==> config.mk <==
export PLATFORM = sky130hd
export DESIGN_NAME = riscv_mem_arbiter
export DESIGN_NICKNAME = d
export VERILOG_FILES = /design/src/rtl/riscv_mem_arbiter_pkg.sv /design/src/rtl/riscv_mem_arb_sel.sv /design/src/rtl/riscv_mem_arbiter.sv
export SDC_FILE = /design/constraint.sdc
export NUM_CORES = 1
export LEC_CHECK = 0
export BUFFER_PORTS_ARGS = -buffer_cell sky130_fd_sc_hd__buf_2
export CAP_MARGIN = 20
export CELL_PAD_IN_SITES_DETAIL_PLACEMENT = 0
export CELL_PAD_IN_SITES_GLOBAL_PLACEMENT = 2
export CORE_MARGIN = 2
export CORE_UTILIZATION = 31
export DETAILED_ROUTE_END_ITERATION = 12
export PLACE_DENSITY = 0.95
export SLEW_MARGIN = 5
export SYNTH_ARGS = -nofsm -noshare
export SYNTH_HDL_FRONTEND = slang
export SYNTH_SLANG_ARGS = --single-unit
==> constraint.sdc <==
create_clock -name i_clk -period 4.24 [get_ports i_clk]
set_input_delay 0 -clock i_clk [delete_from_list [all_inputs] [get_ports i_clk]]
set_output_delay 0 -clock i_clk [all_outputs]
set_load 0.03 [all_outputs]
==> src/rtl/riscv_mem_arbiter_pkg.sv <==
// riscv_mem_arbiter_pkg: shared width and state/owner encodings for the unified memory arbiter.
package riscv_mem_arbiter_pkg;
    localparam int XLEN = 32;
    typedef enum logic [1:0] {
        ARB_IDLE  = 2'd0,
        ARB_ISSUE = 2'd1,
        ARB_WAIT  = 2'd2,
        ARB_DONE  = 2'd3
    } arb_state_t;
    localparam logic OWN_FETCH = 1'b0;
    localparam logic OWN_DATA  = 1'b1;
endpackage

==> src/rtl/riscv_mem_arb_sel.sv <==
// riscv_mem_arb_sel: combinational grant selector; round-robin on contention when RISCV_MEM_ARB_RR_EN
// is defined, otherwise the data port always wins.
module riscv_mem_arb_sel (
    input  logic i_fetch_req,
    input  logic i_data_req,
    input  logic i_last_grant,
    output logic o_grant,
    output logic o_owner
);
    assign o_grant = i_fetch_req | i_data_req;
`ifdef RISCV_MEM_ARB_RR_EN
    assign o_owner = (i_fetch_req & i_data_req) ? ~i_last_grant : i_data_req;
`else
    logic w_unused;
    assign w_unused = i_last_grant;
    assign o_owner  = i_data_req;
`endif
endmodule

==> src/rtl/riscv_mem_arbiter.sv <==
// riscv_mem_arbiter: shares one single-port memory between fetch and load/store ports with a fixed-latency
// IDLE/ISSUE/WAIT/DONE sequence; RISCV_MEM_ARB_RR_EN selects round-robin arbitration.
module riscv_mem_arbiter #(
    parameter int XLEN    = riscv_mem_arbiter_pkg::XLEN,
    parameter int MEM_LAT = 1
) (
    input  logic            i_clk,
    input  logic            i_rstn,
    input  logic            i_arb_i_req,
    input  logic [XLEN-1:0] i_arb_i_addr,
    output logic            o_arb_i_ack,
    output logic [XLEN-1:0] o_arb_i_rd_data,
    output logic            o_arb_i_stall,
    input  logic            i_arb_d_req,
    input  logic [XLEN-1:0] i_arb_d_addr,
    input  logic            i_arb_d_wr_en,
    input  logic [3:0]      i_arb_d_byte_sel,
    input  logic [XLEN-1:0] i_arb_d_wr_data,
    output logic            o_arb_d_ack,
    output logic [XLEN-1:0] o_arb_d_rd_data,
    output logic            o_arb_d_stall,
    output logic            o_arb_mem_req,
    output logic [XLEN-1:0] o_arb_mem_addr,
    output logic            o_arb_mem_wr_en,
    output logic [3:0]      o_arb_mem_byte_sel,
    output logic [XLEN-1:0] o_arb_mem_wr_data,
    input  logic [XLEN-1:0] i_arb_mem_rd_data
);
    import riscv_mem_arbiter_pkg::*;

    if (MEM_LAT < 1) begin : g_lat_chk
        $error("riscv_mem_arbiter: MEM_LAT must be >= 1");
    end

    localparam int CW = (MEM_LAT > 1) ? $clog2(MEM_LAT) : 1;
    localparam logic [CW-1:0] LAT_M1 = CW'(MEM_LAT - 1);

    arb_state_t      r_state, w_next;
    logic [CW-1:0]   r_cnt;
    logic            r_owner, r_we;
    logic [3:0]      r_bs;
    logic [XLEN-1:0] r_addr, r_wd, r_i_rd, r_d_rd;
    logic            w_grant, w_owner, w_last, w_take, w_issue, w_done, w_cap;

    riscv_mem_arb_sel u_sel (
        .i_fetch_req (i_arb_i_req),
        .i_data_req  (i_arb_d_req),
        .i_last_grant(w_last),
        .o_grant     (w_grant),
        .o_owner     (w_owner)
    );

    assign w_take  = (r_state == ARB_IDLE) & w_grant;
    assign w_issue = r_state == ARB_ISSUE;
    assign w_done  = r_state == ARB_DONE;
    assign w_cap   = (r_state == ARB_WAIT) & (r_cnt == '0);

`ifdef RISCV_MEM_ARB_RR_EN
    logic r_last;
    assign w_last = r_last;
    always_ff @(posedge i_clk or negedge i_rstn) begin
        if (!i_rstn)
            r_last <= OWN_FETCH;
        else if (w_take)
            r_last <= w_owner;
    end
`else
    assign w_last = OWN_FETCH;
`endif

    always_comb begin
        w_next = r_state;
        case (r_state)
            ARB_IDLE:  w_next = w_grant ? ARB_ISSUE : ARB_IDLE;
            ARB_ISSUE: w_next = ARB_WAIT;
            ARB_WAIT:  w_next = (r_cnt == '0) ? ARB_DONE : ARB_WAIT;
            default:   w_next = ARB_IDLE;
        endcase
    end

    always_ff @(posedge i_clk or negedge i_rstn) begin
        if (!i_rstn) begin
            r_state <= ARB_IDLE;
            r_cnt   <= '0;
            r_owner <= OWN_FETCH;
            r_we    <= 1'b0;
            r_bs    <= 4'h0;
            r_addr  <= '0;
            r_wd    <= '0;
            r_i_rd  <= '0;
            r_d_rd  <= '0;
        end else begin
            r_state <= w_next;
            // Fetch/load lane and write-enable forcing is resolved at latch time.
            if (w_take) begin
                r_owner <= w_owner;
                r_addr  <= (w_owner == OWN_DATA) ? i_arb_d_addr : i_arb_i_addr;
                r_we    <= (w_owner == OWN_DATA) & i_arb_d_wr_en;
                r_bs    <= ((w_owner == OWN_DATA) & i_arb_d_wr_en) ? i_arb_d_byte_sel : 4'hF;
                r_wd    <= ((w_owner == OWN_DATA) & i_arb_d_wr_en) ? i_arb_d_wr_data : '0;
            end
            if (w_issue)
                r_cnt <= LAT_M1;
            else if (r_state == ARB_WAIT && r_cnt != '0)
                r_cnt <= r_cnt - 1'b1;
            if (w_cap && !r_we && r_owner == OWN_DATA)
                r_d_rd <= i_arb_mem_rd_data;
            if (w_cap && r_owner == OWN_FETCH)
                r_i_rd <= i_arb_mem_rd_data;
        end
    end

    assign o_arb_i_ack        = w_done & (r_owner == OWN_FETCH);
    assign o_arb_d_ack        = w_done & (r_owner == OWN_DATA);
    assign o_arb_i_rd_data    = r_i_rd;
    assign o_arb_d_rd_data    = r_d_rd;
    assign o_arb_i_stall      = i_arb_i_req & ~o_arb_i_ack;
    assign o_arb_d_stall      = i_arb_d_req & ~o_arb_d_ack;
    assign o_arb_mem_req      = w_issue;
    assign o_arb_mem_addr     = w_issue ? r_addr : '0;
    assign o_arb_mem_wr_en    = w_issue & r_we;
    assign o_arb_mem_byte_sel = w_issue ? r_bs : 4'h0;
    assign o_arb_mem_wr_data  = w_issue ? r_wd : '0;
endmodule

Yosys cells after proc, flatten, opt, wreduce, memory -nomap -nowiden
Index checks and enable logic that the tools add are counted.
- input bits: 137
- flip-flop bits (word level): 137
- equality and inequality tests: 3
- bitwise operators: 13
- reduce and logical (&&, ||, !) cells: 7
- multiplexer cells: 11
- add/sub/neg operators: 1
- operator list (kind ; number):
    $mux W32 ; 4
    $and A1 B1 Y1 ; 8
    $mux W4 ; 2
    $pmux W2 S3 ; 1
    $eq A2 B2 Y1 const B ; 2
    $logic_and A1 B1 Y1 ; 4
    $mux W1 ; 4
    $not A1 Y1 ; 4
    $eq A2 B1 Y1 const B ; 1
    $logic_not A2 Y1 ; 1
    $reduce_bool A2 Y1 ; 1
    $logic_not A1 Y1 ; 1
    $or A1 B1 Y1 ; 1
    $sub A1 B1 Y1 const B ; 1

Depth between registers and ports, before layout
- depth in word-level cells: 4
- mapped depth: 7
- mapped depth without buffers: 5

Hierarchy
Synthesis repeated with hierarchy kept, for this count alone.
- cell total of the unflattened synthesis: 463
- area total of the unflattened synthesis: 6080.8 um^2
- modules (own cells, without submodules) (module ; area each (um^2) ; cells an instance ; sequential area each (um^2) ; times used):
    riscv_mem_arbiter ; 6067.1 ; 461 ; 3428.3 ; 1
    riscv_mem_arb_sel ; 13.8 ; 2 ; 0.0 ; 1

Worst setup path after synthesis
OpenSTA, ideal clock, no wires.
- kind: register to register
- start point: reg r_state[0]
- end point: reg r_d_rd[11], in the netlist o_arb_d_rd_data[11]
- data required time: 4115 ps
- arrival: 1519 ps
- setup time: 125 ps
- setup slack: 2596 ps
- cell stages (with the launch flop): 7
- cell sequence: dfrtp_1 -> inv_1 -> ha_1 -> nand2b_4 -> nor3b_4 -> buf_4 -> mux2_2
- word-level cells in the longest chain between the ends: 4
- RTL lines (what ; line ; text):
    start, declared ; riscv_mem_arbiter.sv:38 ; arb_state_t r_state, w_next;
    start signal, assigned ; riscv_mem_arbiter.sv:93 ; r_state <= w_next;
    $eq A2 B2 Y1 ; riscv_mem_arbiter.sv:56 ; assign w_cap = (r_state == ARB_WAIT) & (r_cnt == '0);
    $and A1 B1 Y1 ; riscv_mem_arbiter.sv:56 ;
    $logic_and A1 B1 Y1 (2 in series) ; riscv_mem_arbiter.sv:106 ; if (w_cap && !r_we && r_owner == OWN_DATA)
    end signal, assigned ; riscv_mem_arbiter.sv:107 ; r_d_rd <= i_arb_mem_rd_data;
    end, declared ; riscv_mem_arbiter.sv:42 ; logic [XLEN-1:0] r_addr, r_wd, r_i_rd, r_d_rd;
No other way between the ends.
A chain may end at the register's enable or synchronous reset.

Worst setup path after layout
- start point: reg r_state[0]
- end point: reg r_addr[7]
- word-level cells in the longest chain between the ends: 2
- RTL lines (what ; line ; text):
    $logic_not A2 Y1 ; riscv_mem_arbiter.sv:53 ; assign w_take = (r_state == ARB_IDLE) & w_grant;
    $and A1 B1 Y1 ; riscv_mem_arbiter.sv:53 ;
    end signal, assigned ; riscv_mem_arbiter.sv:97 ; r_addr <= (w_owner == OWN_DATA) ? i_arb_d_addr : i_arb_i_addr;
    end, declared ; riscv_mem_arbiter.sv:42 ;
No other way between the ends.

==> results.md <==
* Total GRT Usage at 0.171
* Die span in y at 142 µm
* Sequential power share at 0.308
* Root Driver: clkbuf_16
* Met1 GRT Util at 0.191
* Vias in the first global route at 5369
* Proportion of layout cells with a drive suffix above 1 at 0.458
* Internal power at 4.51 mW
* First-pass GRT wire length at 26900 µm
* Sw Pwr at 2.93 mW
* Clock share of power at 0.212
* Setup crit start kind: flop
* Fmax at 403 MHz
* DRC errors left at 0
* Worst IR drop on VDD at 281 µV
* P&R area growth vs syn at 60.4%
* IO Count at 275
* ANT cells at 0
* Initial antenna violation count at 1
* FF-to-FF Start: r_state[0]
* Gpl congestion at 0.746
* Final Instance Area at 9440 µm²
* # setup viols final at 0
* Post-synth net total at 575
* Final worst-path cycle share at 0.585
* Fillers at 1677
* Clock Latency Late Sink at 410 ps
* Clock buffer depth at 2
* HPWL after detailed placement at 10800 µm
* Gr busiest metal: met2
* Distinct cells, synth at 28
* Worst Clk Skew at 11.1 ps
* WHS Path Cells at 3
* 1st-pass router iterations at 6
* HP Start: i_arb_d_wr_en
* Yosys Warn Count at 0
* PortBufs at 274
* Status: finished clean
* DIE AREA at 20100 µm²
* Cell row count at 50
* Met2 Use GR at 0.304
* WP data required at 4580 ps
* Worst Hold End: r_we
* Net Sw Frac at 0.394
* Setup CP Type: reg2reg
* Routed via count at 5113
* Worst-margin pin slew at 939 ps
* Mapped Cells at 434
* Pwr dens at 788 nW/µm²
* Reg-to-reg slack, setup at 1760 ps
* Core Util, Final at 0.506
* Relative slew slack at 0.373
* Core area at 18600 µm²
* Tightest Hold Check Type: in2reg
* Drt initial violations at 166
* Routed wire length at 17300 µm
* Final Max Tran Viols at 0
* Final Critical Period at 2480 ps
* # clock sinks at 137
* Post-DRT Antenna Nets at 0
* Sequential area share after synthesis at 0.583
* Clock transition at the registers of the reported paths at 60 ps
* Lkg Pwr at 4.47 nW
* Largest net degree at the start of global routing at 101
* Mean routed wirelength per cell at 16.0 µm
* Cell Area, Synth at 5880 µm²
* Grt ovf at 0
* Worst setup EP type: flop
* RSZ-0062 raised after global routing: no
* Die W at 142 µm
* Worst r2r path cells at 7
* Initial Utilization at 0.316
* Arrival time at the worst endpoint at 2820 ps
* Most common cell after layout, fill and taps aside: buf_2
* Crit path from: r_state[0]
* Flop and latch count out of synthesis at 137
* # H-tree levels at 4
* CTS buffer count at 17
* Final #Nets at 976
* Hold Vio Cnt, Final at 0
* Final TNS setup at 0 ps
* Reg2reg end: r_addr[7]
* Max FO, Critical Path at 38
* Syn avg cell area at 13.6 µm²
* Comb pwr share at 0.480
* M3 GR Usage at 0.0476
* TritonCTS clock tree: built
* Cell Area, Placed at 7440 µm²
* Max_cap viols at 0
* Most frequent cells in the layout: 273 x buf_2, 137 x dfrtp_1, 134 x dlygate4sd3_1
* Via density at 4.73
-- per-layer routing --
layer,vias to the layer above,part of all wire
met4,2,0.029
met2,208,0.51
met1,2497,0.40
met5,-,0.00075
met3,39,0.063
li1,2367,-
-- critical path: stages, from the launching register on --
cell           delay, ps
dfrtp_1              400
inv_1                 90
ha_1                 200
buf_4                370
and2_1               190
buf_4                340
o221a_1              250
dlygate4sd3_1        560
-- cells in the mapped netlist, drive strengths merged --
| cell type | instances | area, µm² |
|---|---|---|
| a22o | 32 | 280 |
| nand3 | 1 | 5.00 |
| nand2 | 6 | 22.5 |
| inv | 2 | 7.51 |
| o22a | 4 | 35.0 |
| ha | 4 | 50.1 |
| dfrtp | 137 | 3430 |
| buf | 21 | 143 |
| nor2 | 2 | 7.51 |
| a21oi | 2 | 10.0 |
| nor2b | 5 | 31.3 |
| o21ai | 1 | 5.00 |
| and2 | 71 | 444 |
| o221a | 31 | 349 |
| nand2b | 1 | 13.8 |
| nor3b | 2 | 26.3 |
| clkbuf | 14 | 52.6 |
| nand3b | 31 | 233 |
| mux2 | 64 | 721 |
| a211oi | 1 | 7.51 |
| and3 | 1 | 6.26 |
| or2 | 1 | 6.26 |
-- per-stage QoR --
stage | hold slack [ps] | worst slack, ps | instances | power (mW)
after floorplan | -296 | 2600 | 434 | 4.61
after global placement | 155 | 2180 | 915 | 5.46
after detailed placement | 171 | 2160 | 915 | 5.52
after CTS | 25.1 | 1770 | 1081 | 7.46
after global routing | 77.2 | 1570 | 1082 | 7.85
final | 45.7 | 1760 | 1082 | 7.44
-- power by group through the flow --
stage / Combinational, mW / Sequential, mW / Clock, mW
floorplan: 1.74 / 2.88 / 0
global placement: 3.16 / 2.29 / 0
detailed placement: 3.22 / 2.30 / 0
CTS: 3.56 / 2.29 / 1.62
global route: 3.81 / 2.37 / 1.67
finish: 3.57 / 2.29 / 1.58
-- how the worst max path moves through the flow --
stage / endpoint / slack (ps) / cells past startpoint
3_3_place_gp: o_arb_i_rd_data[20] / 2180 / 5
6_report: r_addr[7] / 1760 / 7
4_1_cts: r_addr[25] / 1770 / 7
5_1_grt: r_addr[7] / 1570 / 7
3_5_place_dp: o_arb_i_rd_data[10] / 2160 / 5
2_1_floorplan: o_arb_d_rd_data[11] / 2600 / 6
-- flip-flops by register name, indices dropped and copies added, names as in the netlist --
signal and cells:
r_addr 32, r_bs 4, r_wd 32, r_cnt 1
r_state 2, o_arb_i_rd_data 32, r_we 1, o_arb_d_rd_data 32
r_owner 1
-- final cells by class --
class | count | area, µm² | area share
Clock buffer | 23 | 498 | 0.0528
Timing Repair Buffer | 417 | 2810 | 0.297
Tap cell | 234 | 293 | 0.0310
Sequential cell | 137 | 3430 | 0.363
Clock inverter | 9 | 135 | 0.0143
Inverter | 2 | 7.51 | 0.000795
Multi-Input combinational cell | 260 | 2270 | 0.240
-- what timing repair did --
action                     CTS  global route
hold buffers               134             0
setup endpoints to repair    0             0
hold endpoints to repair   232             0
resized for setup            0             0
setup buffers                0             0
-- kinds of logic (layout without fill, tap and decap cells) --
| group | Yosys count | after routing | share of synthesized area |
|---|---|---|---|
| AOI/OAI and AO/OA | 71 | 71 | 0.117 |
| adders and majority gates | 4 | 4 | 0.00851 |
| buffers and inverters | 37 | 451 | 0.0344 |
| DFF | 137 | 137 | 0.583 |
| muxes | 64 | 64 | 0.122 |
| and+or+nand+nor | 121 | 121 | 0.135 |
(Power assumes the default switching activity.)
